### config.mk
export PLATFORM = sky130hd
export DESIGN_NAME = vga_address_decoder
export DESIGN_NICKNAME = d
export VERILOG_FILES = /design/src/rtl/vga_address_decoder.sv
export SDC_FILE = /design/constraint.sdc
export NUM_CORES = 1
export LEC_CHECK = 0
export CAP_MARGIN = 20
export CORE_AREA = 8 8 68 70
export CTS_CLUSTER_SIZE = 10
export DETAILED_ROUTE_END_ITERATION = 16
export DIE_AREA = 0 0 76 78
export PLACE_DENSITY = 0.84
export RECOVER_POWER = 100
export SYNTH_ARGS = -nofsm -noshare
export SYNTH_HDL_FRONTEND = slang
export SYNTH_SLANG_ARGS = --single-unit
export TNS_END_PERCENT = 30
### constraint.sdc
create_clock -name clk -period 3.5 [get_ports clk]
set_input_delay 0.7 -clock clk [delete_from_list [all_inputs] [get_ports clk]]
set_output_delay 0.7 -clock clk [all_outputs]
set_load 0.02 [all_outputs]
### src/rtl/vga_address_decoder.sv
// Frame-buffer address generator: maps VGA (hcnt, vcnt) onto a fixed-size image window
// and produces a registered byte address plus an in-window flag, one pixel per clock.
module vga_address_decoder #(
    parameter int unsigned H_ACTIVE = 640,
    parameter int unsigned V_ACTIVE = 480,
    parameter int unsigned IMG_W    = 256,
    parameter int unsigned IMG_H    = 256,
    parameter int unsigned H_OFFSET = 192,
    parameter int unsigned V_OFFSET = 112,
    parameter logic [31:0] BASE0    = 32'h0000_0000,
    parameter logic [31:0] BASE1    = 32'h0001_0000
) (
    input  logic        clk,
    input  logic        reset,
    input  logic        image_select,
    input  logic [9:0]  hcnt,
    input  logic [9:0]  vcnt,
    output logic [31:0] video_address,
    output logic        in_image
);

    localparam logic [31:0] H_START = 32'(H_OFFSET);
    localparam logic [31:0] V_START = 32'(V_OFFSET);
    localparam logic [31:0] H_END   = 32'(H_OFFSET + IMG_W);
    localparam logic [31:0] V_END   = 32'(V_OFFSET + IMG_H);
    localparam logic [31:0] H_LIMIT = 32'(H_ACTIVE);
    localparam logic [31:0] V_LIMIT = 32'(V_ACTIVE);
    localparam logic [31:0] ROW_PITCH = 32'(IMG_W);

    logic        r_sel_latched;
    logic [31:0] r_video_address;
    logic        r_in_image;

    logic [31:0] w_h_ext;
    logic [31:0] w_v_ext;
    logic        w_frame_start;
    logic        w_h_hit;
    logic        w_v_hit;
    logic        w_hit;
    logic [31:0] w_base;
    logic [31:0] w_next_address;

    assign w_h_ext       = {22'd0, hcnt};
    assign w_v_ext       = {22'd0, vcnt};
    assign w_frame_start = (hcnt == 10'd0) && (vcnt == 10'd0);

    assign w_h_hit = (w_h_ext >= H_START) && (w_h_ext < H_END) && (w_h_ext < H_LIMIT);
    assign w_v_hit = (w_v_ext >= V_START) && (w_v_ext < V_END) && (w_v_ext < V_LIMIT);
    assign w_hit   = w_h_hit && w_v_hit;

    // Base comes from the pre-edge latch, so the frame-start pixel still sees the old image.
    assign w_base = r_sel_latched ? BASE1 : BASE0;

    always_comb begin
        // NOTE: default first so every path assigns the signal and no latch is inferred.
        w_next_address = w_base;
        if (w_hit) begin
            w_next_address = w_base
                           + (w_v_ext - V_START) * ROW_PITCH
                           + (w_h_ext - H_START);
        end
    end

    always_ff @(posedge clk or negedge reset) begin
        if (!reset) begin
            r_sel_latched   <= 1'b0;
            r_video_address <= 32'd0;
            r_in_image      <= 1'b0;
        end else begin
            // NOTE: non-blocking so all state samples pre-edge values, matching the hardware.
            if (w_frame_start) begin
                r_sel_latched <= image_select;
            end
            r_video_address <= w_next_address;
            r_in_image      <= w_hit;
        end
    end

    assign video_address = r_video_address;
    assign in_image      = r_in_image;

endmodule

==> metrics.txt <==
H-tree levels 1; Reg2Reg Depth 8; Post-Syn Area 1730 um2; port buffer count 55; Core Area 3550 um2; Die X 76 um; worst min path class flip-flop to flip-flop; I/O pins 56; Crit path largest cell delay 450 ps; RD Place Congestion 0.829; Area Overhead vs Synth 37.7%; most frequent cells in the layout dlygate4sd3_1, ha_1, dfrtp_1; CTS Buf Count 3; clk sinks 23; register area 576 um2; # fillers 274; post-synthesis adder-cell area fraction 0.178; initial antenna violation count 0; sequential share of the synthesized area 0.332; Crit. Startpoint hcnt[6]; Leak 1.26 nW; outcome complete, no violations; Ys Warns 0; vias in the first global route 1,477; Synth cell types 43; Max VDD drop 0.130 mV; most common cell after layout, fill and taps aside dlygate4sd3_1; hold_sp r_sel_latched; synth top area cells dfrtp_1, ha_1, buf_4; Die Ht 78 um; ANT cells 0; Starting Density 0.488; CP Cell Sequence clkdlybuf4s50_1 > ha_1 > nor3_2 > buf_4 > xor2_1 > ha_1 > ha_1 > a21oi_1 > o21bai_1 > a21o_1 > a311o_1 > a31oi_1; top cell type's share of synthesized area 0.332; Die ar. 5930 um2; CP Capture Type flip-flop; relative slew slack 0.353; Final Cycle Share 0.925; Seq pwr share 0.411; Psw 0.221 mW; CP Depth 12; Fin. Hold Viols 0; number of flops mapped to enable cells by yosys 0; Fin Setup TNS 0 ps; RSZ-0062 raised after global routing false; fraction of synthesis flops using an asynchronous set or reset pin 1.00; Reg-to-Reg Start r_sel_latched; Clock Latency Late Sink 310 ps; Critical Path RT 3730 ps; Avg Vias per Cell 5.07; combinational fraction of design power 0.414; power per cell area 285 nW/um2; Slew Limit Fails 0; DR WL/cell 13.8 um; total wire length 3950 um; clk_skew 2.57 ps; CTS tree done; hold_buf cts 0; row count 22; clk slew on worst S/H paths 120 ps; final net count 287; DR iter-0 viols 67; post-synthesis simple-gate area fraction 0.171; Yosys top cell by area dfrtp_1; CP bufs+invs 2; Yosys reg bits 23; total power 0.679 mW; multi-input logic area 1010 um2; clock power share 0.176; Post-Synth XOR/XNOR Area 0.0809; layout cells sized above 1 0.113; via count 1,455; CTS root buf clkbuf_4; WP data arrival 3470 ps; Clock Tree Buf Depth 2; Mapped Cells 176; CTS resizes 0; Max-Cap Viols 0; total track usage 0.134; clock period minus worst slack 3240 ps; type of origin of the critical path primary input; first-pass GRT wire length 6670 um; cell family with most CP delay compound AO/OA/AOI/OAI gates; largest family of logic cells by synthesized area adder cells; Final setup viols 0; Hold Crit Depth 1; Slowest-stage cell, CP clkdlybuf4s50_1; Pre-Repair DR Iteration Count 4; post-detail-place hpwl 3360 um; Post-Syn Nets 223; most frequent cell on the critical path ha_1; mux contribution to synthesized area 0.0152; Sw Share 0.326; Int Power 0.457 mW; GRT overflow 0; # Post-CTS Setup Buffers 0; Max Fanout on Critical Path 7; worst-margin pin slew 968 ps; DRC 0; ys flop type dfrtp_1; largest net degree at the start of global routing 24; fmax 0.309 GHz; post-route ant nets 0; Crit Path Class primary input to flip-flop; Synth Area in Compound Gates 0.147; Mapped Avg Cell Area 9.84 um2
[through the flow]
step / hold slack [ps] / worst slack (ps) / util / area, um2 / cells
3_5_place_dp: 620 / -55.0 / 0.670 / 2380 / 283
6_report: 649 / 262 / 0.672 / 2380 / 287
5_1_grt: 669 / 99.9 / 0.672 / 2380 / 287
3_3_place_gp: 620 / 18.2 / 0.670 / 2380 / 283
2_1_floorplan: 404 / 55.8 / - / 1730 / 176
4_1_cts: 647 / 271 / 0.678 / 2410 / 287
[flip-flops by register name, indices dropped and copies added, names as in the netlist]
register       cells
in_image           1
video_address     21
r_sel_latched      1
[path summary, 6_finish.rpt]
check	to	slack [ps]
min in group asynchronous	video_address[6]	970
setup / recovery	video_address[19]	260
setup reg to reg	video_address[19]	1190
max in group asynchronous	video_address[17]	1940
hold / removal	r_sel_latched	650
hold reg to reg	r_sel_latched	650
[area by class of cell]
type,count,area share
clock buffer,3,0.00944
inverter,9,0.0142
tap,48,0.0252
timing repair buffer,73,0.286
clock inverter,1,0.00210
multi-input combinational,130,0.422
sequential,23,0.241
[power by group through the flow]
stage | Clock [mW] | Sequential [mW] | Combinational [mW]
6_report | 0.119 | 0.279 | 0.281
5_1_grt | 0.133 | 0.280 | 0.310
4_1_cts | 0.122 | 0.280 | 0.291
3_5_place_dp | 0 | 0.285 | 0.289
3_3_place_gp | 0 | 0.285 | 0.281
2_1_floorplan | 0 | 0.300 | 0.150
[synthesized netlist by cell type, types with 2 or more instances]
master    count
nand4_1       3
a21oi_1      10
ha_1         23
a211oi_1      2
xor2_1       10
xnor2_1       6
clkbuf_1      2
buf_4        12
inv_2         2
nor4_1        2
and2_1       13
nand2_1       8
nor3_1        4
nor2_1       14
nand2b_1      2
a21o_1        6
a31oi_1       2
and3_1        2
dfrtp_1      23
inv_1         7
[per-layer routing]
layer,track usage,routed length (um),vias up
li1,-,-,734
met1,0.151,1670,670
met2,0.241,2010,45
met3,0.0242,204,6
met4,0.0588,61,0
met5,0,0,-
[worst register-to-register path: stages (launching register included)]
cell and delay (ps):
dfrtp_1 460, xor2_1 190, ha_1 280, ha_1 360
a21oi_1 200, o21bai_1 80, a21o_1 190, a311o_1 320
a31oi_1 160
[kinds of logic after synthesis]
group / Yosys count
simple gates: 54
compound gates: 34
fa+ha+maj: 24
buf+inv: 23
flops: 23
xor+xnor: 16
mux: 2
Note: power is estimated with default switching activity, not from simulation.
